`src/rtl/pipeline_stall_ctrl.sv`:
```
// OF/EX/MA/RW pipeline registers driven by the data-interlock detector and branch resolution.
// Freezes PC/OF on interlock, bubbles EX, flushes wrong-path OF/EX on taken branches.
module pipeline_stall_ctrl #(
  parameter logic [31:0] NOP_INSTR = 32'h6800_0000,
  parameter int          CNT_W     = 16,
  parameter int          MAX_STALL = 3
) (
  input  logic             clk,
  input  logic             reset_n,
  input  logic [31:0]      if_instruction,
  input  logic [31:0]      if_pc,
  input  logic             isDataInterLock,
  input  logic             isBranchTaken,
  output logic             pc_write_en,
  output logic [31:0]      of_ir,
  output logic [31:0]      ex_ir,
  output logic [31:0]      ma_ir,
  output logic [31:0]      rw_ir,
  output logic [31:0]      of_pc,
  output logic [31:0]      ex_pc,
  output logic [31:0]      ma_pc,
  output logic [31:0]      rw_pc,
  output logic [CNT_W-1:0] stall_count,
  output logic [CNT_W-1:0] flush_count,
  output logic             stall_error
);

  localparam int RUN_W = $clog2(MAX_STALL + 2);
  localparam logic [RUN_W-1:0] RUN_MAX = RUN_W'(MAX_STALL + 1);

  typedef enum logic [1:0] {RUN, STALL, FLUSH} state_t;

  state_t           state_reg, state_next;
  logic [RUN_W-1:0] run_len_reg, run_len_next;
  logic             branch, stall;

  // The instruction in EX during FLUSH is a bubble, so a branch indication then is stale.
  assign branch = isBranchTaken && (state_reg != FLUSH);
  assign stall  = isDataInterLock && !branch;

  assign pc_write_en = !reset_n || !isDataInterLock || branch;

  always_comb begin
    state_next   = RUN;
    run_len_next = '0;
    if (branch) begin
      state_next = FLUSH;
    end else if (stall) begin
      state_next   = STALL;
      run_len_next = (run_len_reg == RUN_MAX) ? RUN_MAX : run_len_reg + RUN_W'(1);
    end
  end

  always_ff @(posedge clk) begin
    if (!reset_n) begin
      of_ir       <= NOP_INSTR;
      ex_ir       <= NOP_INSTR;
      ma_ir       <= NOP_INSTR;
      rw_ir       <= NOP_INSTR;
      of_pc       <= '0;
      ex_pc       <= '0;
      ma_pc       <= '0;
      rw_pc       <= '0;
      stall_count <= '0;
      flush_count <= '0;
      stall_error <= 1'b0;
      run_len_reg <= '0;
      state_reg   <= RUN;
    end else begin
      ma_ir       <= ex_ir;
      ma_pc       <= ex_pc;
      rw_ir       <= ma_ir;
      rw_pc       <= ma_pc;
      state_reg   <= state_next;
      run_len_reg <= run_len_next;
      if (branch) begin
        of_ir <= NOP_INSTR;
        of_pc <= '0;
        ex_ir <= NOP_INSTR;
        ex_pc <= '0;
        if (flush_count != '1) flush_count <= flush_count + CNT_W'(1);
      end else if (stall) begin
        ex_ir <= NOP_INSTR;
        ex_pc <= '0;
        if (stall_count != '1) stall_count <= stall_count + CNT_W'(1);
      end else begin
        of_ir <= if_instruction;
        of_pc <= if_pc;
        ex_ir <= of_ir;
        ex_pc <= of_pc;
      end
      // Sticky until reset: the interlock has outlived the longest legal hazard.
      if (run_len_next == RUN_MAX) stall_error <= 1'b1;
    end
  end

endmodule

```
`config.mk`:
```
export PLATFORM = sky130hd
export DESIGN_NAME = pipeline_stall_ctrl
export DESIGN_NICKNAME = d
export VERILOG_FILES = /design/src/rtl/pipeline_stall_ctrl.sv
export SDC_FILE = /design/constraint.sdc
export NUM_CORES = 1
export LEC_CHECK = 0
export CAP_MARGIN = 20
export CORE_MARGIN = 4
export CORE_UTILIZATION = 43
export CTS_CLUSTER_DIAMETER = 60
export DETAILED_ROUTE_END_ITERATION = 16
export GPL_ROUTABILITY_DRIVEN = 0
export GPL_TIMING_DRIVEN = 1
export MAX_ROUTING_LAYER = met4
export PLACE_DENSITY = 0.8
export REMOVE_ABC_BUFFERS = 1
export SLEW_MARGIN = 20
export SYNTH_ARGS = -nofsm -noshare
export SYNTH_HDL_FRONTEND = slang
export SYNTH_SLANG_ARGS = --single-unit
```
`constraint.sdc`:
```
create_clock -name clk -period 2.6 [get_ports clk]
set_input_delay 0.39 -clock clk [delete_from_list [all_inputs] [get_ports clk]]
set_output_delay 0.39 -clock clk [all_outputs]
set_load 0.02 [all_outputs]
```
==> results.cfg, run 1 <==
[power]
vdd_drop_max_uv = 504.6
p_leak_nw = 5.213
total_power_mw = 9.222
power.density_nw_per_um2 = 669.2

[final_layout]
design_area_um2 = 13780
fin_util = 0.6767
final_common_cell = clkdlybuf4s50_1
mostFrequentLayoutCells = 356 x clkdlybuf4s50_1, 294 x dfxtp_1, 184 x and2_1
nets = 1201
multi_input_area_um2 = 2892
drive_gt1_frac = 0.06005
n_fill_cell = 1538
syn2layout_area_growth_pct = 53.44
ff_latch_area_um2 = 5886
fin_cells = 1420

[flow_run]
cap_viol_max_count = 0

[sta]
setup_slack_ps = 264.0
slew_violations = 0
grt_setup_unrepaired = false
hold_ws_ps = 365.6
maxSlewHeadroom = 0.4139
finalSetupTns_ps = 0
fin_skew_ps = 8.210
period_share = 0.8985
hold_viol = 0
max_freq_mhz = 428.1
worstMarginPinSlew_ps = 879.2
fin_crit_ps = 2336
setup_viol_count_final = 0

[synthesis]
synth-seq-area-share = 0.6553
ys_seq_elements = 294
ys_types = 49
syn_avg_cell_area_um2 = 11.62
synthFlopType = dfxtp_1
synth_cells = 773
netlist_area_um2 = 8981
yosys_warnings = 0
synthArstFlopShare = 0
synth-edff-count = 0

[outcome]
outcome = finished, final reports clean

[placed_design]
pre_cts_ws_ps = 267.4
hpwl_mm = 17.77
dpl-instance-area_um2 = 12830
dp_cells = 1368
portBuffers = 357

[global_routing]
grt_max_degree = 106
top_usage_layer = met2
grt_pass1_wl_mm = 39.07
antenna_found_initial = 1
use_met2 = 0.3628
met3_usage = 0.08520
grt_pass1_vias = 7062
grtUsageMet1 = 0.2278
grt_usage = 0.2127
grt_overflow = 0

[clock_network]
ctsHoldBuffers = 0
clk_pin_slew_ps = 60
cts_tree = built
cts.sinks = 294
cts_max_level = 1
cts-resized-gates = 0
cts_max_path_buffers = 3
postCtsSetupRepairBufs = 0
cts_buffers = 29
root_buffer = clkbuf_16
clkLatencyLatePin_ps = 520

[routing]
dr.pass1.iters = 4
vias = 6921
drc_errors = 0
drt-total-wl_mm = 25.26
drtAntennaViolNets = 0
routed_via_density = 4.874
wl_per_cell_um = 17.79
drt-initial-drc-count = 224

[critical_path]
timing.reg2reg.setup_slack_ps = 530
cpMaxStageDelayCell = clkdlybuf4s50_1
r2r-end = stall_count[10]
cp-end-kind = primary output
required_ps = 2210
path_buf_inv = 4
cp.arrival_ps = 1950
r2r_start = stall_count[0]
crit_family = buffers and inverters
critPathKind = input pin to primary output
worstPathMaxFanout = 4
slowest_delay_ps = 600
startpoint_type = input pin
cp_common_cell = clkdlybuf4s50_1
r2r_cells = 5
worstSetupPathDepth = 6
crit_chain = clkdlybuf4s50_1, inv_4, o21ai_1, nor2_4, inv_1, clkdlybuf4s50_1

[floorplanning]
die_area_um2 = 23260
die_y_um = 152.5
initial_utilization = 0.4410
core_area_um2 = 20360
io_pins = 358
rows = 52
die_x_um = 152.5

[worst_hold_path]
hold_start = reset_n
hp-class = input pin to register
whs_path_depth = 4
hold_end = state_reg[1]
## Yosys cell counts, types with 2 or more instances
| cell type | instances | area share |
|---|---|---|
| o211ai_1 | 4 | 0.0033 |
| o31ai_1 | 10 | 0.0084 |
| o21a_1 | 3 | 0.0025 |
| nor4_1 | 10 | 0.0070 |
| ha_1 | 4 | 0.0056 |
| a22o_1 | 61 | 0.059 |
| a21oi_1 | 14 | 0.0078 |
| nand2_1 | 20 | 0.0084 |
| clkbuf_1 | 32 | 0.013 |
| and2_1 | 184 | 0.13 |
| or3_1 | 4 | 0.0028 |
| o21ai_0 | 7 | 0.0039 |
| buf_6 | 2 | 0.0025 |
| nor2_1 | 8 | 0.0033 |
| nand3_1 | 11 | 0.0061 |
| nand2b_1 | 20 | 0.014 |
| mux2i_1 | 9 | 0.010 |
| o22a_1 | 3 | 0.0029 |
| o31a_1 | 2 | 0.0020 |
| buf_2 | 8 | 0.0045 |
| or4_1 | 9 | 0.0075 |
| and3_1 | 4 | 0.0028 |
| inv_1 | 6 | 0.0025 |
| nand4_1 | 10 | 0.0070 |
| o41ai_1 | 2 | 0.0020 |
| and4_1 | 3 | 0.0029 |
| nor4b_1 | 2 | 0.0020 |
| nor3_1 | 7 | 0.0039 |
| dfxtp_1 | 294 | 0.66 |
## cells by family (layout without fill, tap and decap cells)
group           after synthesis  after routing  synth area share
other cells                   0              1                 0
fa+ha+maj                     4              4          0.005573
mux                           9              9           0.01003
buf+inv                      51            427           0.02438
xor+xnor                      1              1         0.0009754
compound gates              117            117            0.1028
simple gates                297            297            0.2009
flops                       294            294            0.6553
## how the worst max path moves through the flow
stage / from / endpoint / slack (ps)
6_report: isBranchTaken / pc_write_en / 260
2_1_floorplan: state_reg[0] / of_ir[0] / -1460
5_1_grt: state_reg[0] / pc_write_en / 150
4_1_cts: isBranchTaken / pc_write_en / 260
3_5_place_dp: isBranchTaken / pc_write_en / 270
3_3_place_gp: isBranchTaken / pc_write_en / 260
## where the power goes
group          total (mW)  switching [mW]  internal, mW
registers            4.62          0.0495          4.57
clock network        4.09            1.68          2.41
logic               0.508           0.251         0.258
## area by class of cell
cell class / instances / area share
Tap cell: 270 / 0.02451
Clock buffer: 38 / 0.05947
Multi-Input combinational cell: 428 / 0.2098
Antenna cell: 1 / 0.0001816
Clock inverter: 13 / 0.009624
Inverter: 8 / 0.002361
Sequential cell: 294 / 0.4271
Timing Repair Buffer: 368 / 0.2669
## worst reg2reg max path, delay by kind of cell, from the launching register on
family	cells	cell delay [ps]
fa+ha+maj	1	260
flops	1	420
compound gates	2	480
simple gates	2	830
## routing by layer
layer	vias up	share of wire	routed length, um
met5	-	0	0
met4	0	0.029	738
met3	41	0.095	2397
met2	275	0.49	12400
met1	3253	0.39	9724
li1	3352	-	-
(Power assumes the default switching activity.)
==> run 2: changes to the inputs <==
Settings changed: GPL_ROUTABILITY_DRIVEN 0 to default, GPL_TIMING_DRIVEN 1 to 0.
==> run 2 against run 1 <==
  * Worst hold slack worse by 120 ps
  * Combinational power increased by 4.1%
  * First-iteration DRC count shrank 8.5%
  * Final area increased by 1.1%
  * Critical path type is now register to primary output
  * Critical endpoint unchanged
  * Highest routed layer unchanged
==> results.cfg, run 2 (same netlist as run 1, synthesis figures left out) <==
[outcome]
outcome = finished, final reports clean

[worst_hold_path]
hp-class = input pin to register
whs_path_depth = 2

[sta]
period_share = 0.9405
slew_violations = 0
setup_viol_count_final = 0
fin_skew_ps = 12.46
finalSetupTns_ps = 0
grt_setup_unrepaired = false
max_freq_mhz = 408.9
maxSlewHeadroom = 0.4222
hold_viol = 0
worstMarginPinSlew_ps = 859.6
fin_crit_ps = 2445

[final_layout]
n_fill_cell = 1491
drive_gt1_frac = 0.06153
antenna_cells = 0
nets = 1204
fin_util = 0.6842
syn2layout_area_growth_pct = 55.14
final_common_cell = clkdlybuf4s50_1
mostFrequentLayoutCells = 355 x clkdlybuf4s50_1, 294 x dfxtp_1, 184 x and2_1

[floorplanning]
initial_utilization = 0.4410
rows = 52
core_area_um2 = 20360
die_x_um = 152.5
die_area_um2 = 23260
die_y_um = 152.5
io_pins = 358

[critical_path]
worstPathMaxFanout = 6
cp-end-kind = primary output
timing.reg2reg.setup_slack_ps = 490
critPathKind = register to primary output
required_ps = 2210
r2r_cells = 4
startpoint_type = register
cp.arrival_ps = 2060

[global_routing]
grt_max_degree = 85
antenna_found_initial = 0
grt_pass1_vias = 7057
grt_usage = 0.2128
grt_overflow = 0
grt_pass1_wl_mm = 39.28

[clock_network]
cts_max_path_buffers = 3
clk_pin_slew_ps = 60
cts_buffers = 30
root_buffer = clkbuf_16
clkLatencyLatePin_ps = 540
cts_max_level = 1
cts_tree = built
cts.sinks = 294

[routing]
routed_via_density = 4.890
drtAntennaViolNets = 0
wl_per_cell_um = 17.85
drt-initial-drc-count = 205
drc_errors = 0
dr.pass1.iters = 4
vias = 6964
drt-total-wl_mm = 25.41

[placed_design]
gp_congestion = 0.8089
hpwl_mm = 18.12
portBuffers = 357

[flow_run]
cap_viol_max_count = 0

[power]
power.density_nw_per_um2 = 677.0
p_leak_nw = 5.281
vdd_drop_max_uv = 577.9
## run 2: cell count changes in the layout (fill, tap and decap cells not counted), sizes merged
cell / before / now
clkbuf: 38 / 44
clkinvlp: 4 / 0
buf: 12 / 14
bufinv: 2 / 3
clkdlybuf4s50: 356 / 355
clkinv: 7 / 6
diode: 1 / 0
dlygate4sd2: 0 / 1
inv: 8 / 9
## run 2: timing repair
action / CTS / global route
pin swaps: 2 / 0
resized for setup: 4 / 3
buffers inserted: 2 / 0
endpoints found under the setup margin: 1 / 1
hold buffers: 0 / 0
cloned: 0 / 0
## run 2: report_power, final
part | switching, mW | total, mW | internal, mW
Clock | 1.71 | 4.28 | 2.57
Sequential | 0.0480 | 4.62 | 4.57
Combinational | 0.258 | 0.529 | 0.271
Total | 2.02 | 9.43 | 7.41
## run 2: layout make-up
cell class / instances / area (um2) / share of cell area
Tap cell: 270 / 337.8 / 0.02425
Clock inverter: 10 / 143.9 / 0.01033
Timing Repair Buffer: 370 / 3762 / 0.2700
Clock buffer: 44 / 853.3 / 0.06124
Sequential cell: 294 / 5886 / 0.4224
Inverter: 8 / 35.03 / 0.002514
Multi-Input combinational cell: 428 / 2915 / 0.2092
## run 2: path summary, 6_finish.rpt
path                       start              to
setup / recovery    state_reg[1]     pc_write_en
hold / removal           reset_n       rw_ir[17]
setup reg to reg  flush_count[4]  flush_count[9]
hold reg to reg        ex_ir[30]       ma_ir[30]
## run 2: routing by layer
| metal | part of all wire | GRT usage |
|---|---|---|
| met4 | 0.031 | 0.06788 |
| met5 | 0 | - |
| met2 | 0.49 | 0.3688 |
| met3 | 0.10 | 0.08265 |
| met1 | 0.38 | 0.2243 |
## run 2: through the flow
stage | hold slack (ps) | setup WS, ps | instances | cell area (um2) | power (mW)
after global routing | 252.0 | 46.73 | 1424 | 13930 | 9.746
after detailed placement | 424.9 | -1061 | 1368 | 12900 | 5.246
after floorplan | 445.1 | -1462 | 730 | 8795 | 4.899
after CTS | 293.8 | 16.88 | 1424 | 13930 | 9.531
after global placement | 420.7 | -8802 | 1357 | 12710 | 5.219
final | 242.5 | 154.6 | 1424 | 13930 | 9.433
## run 2: critical path, cell delays in order, from the launching register on
cell             delay, ps
dfxtp_1                310
nor2b_4                140
o21ai_4                180
nor2_4                  60
inv_1                  160
clkdlybuf4s50_1        670
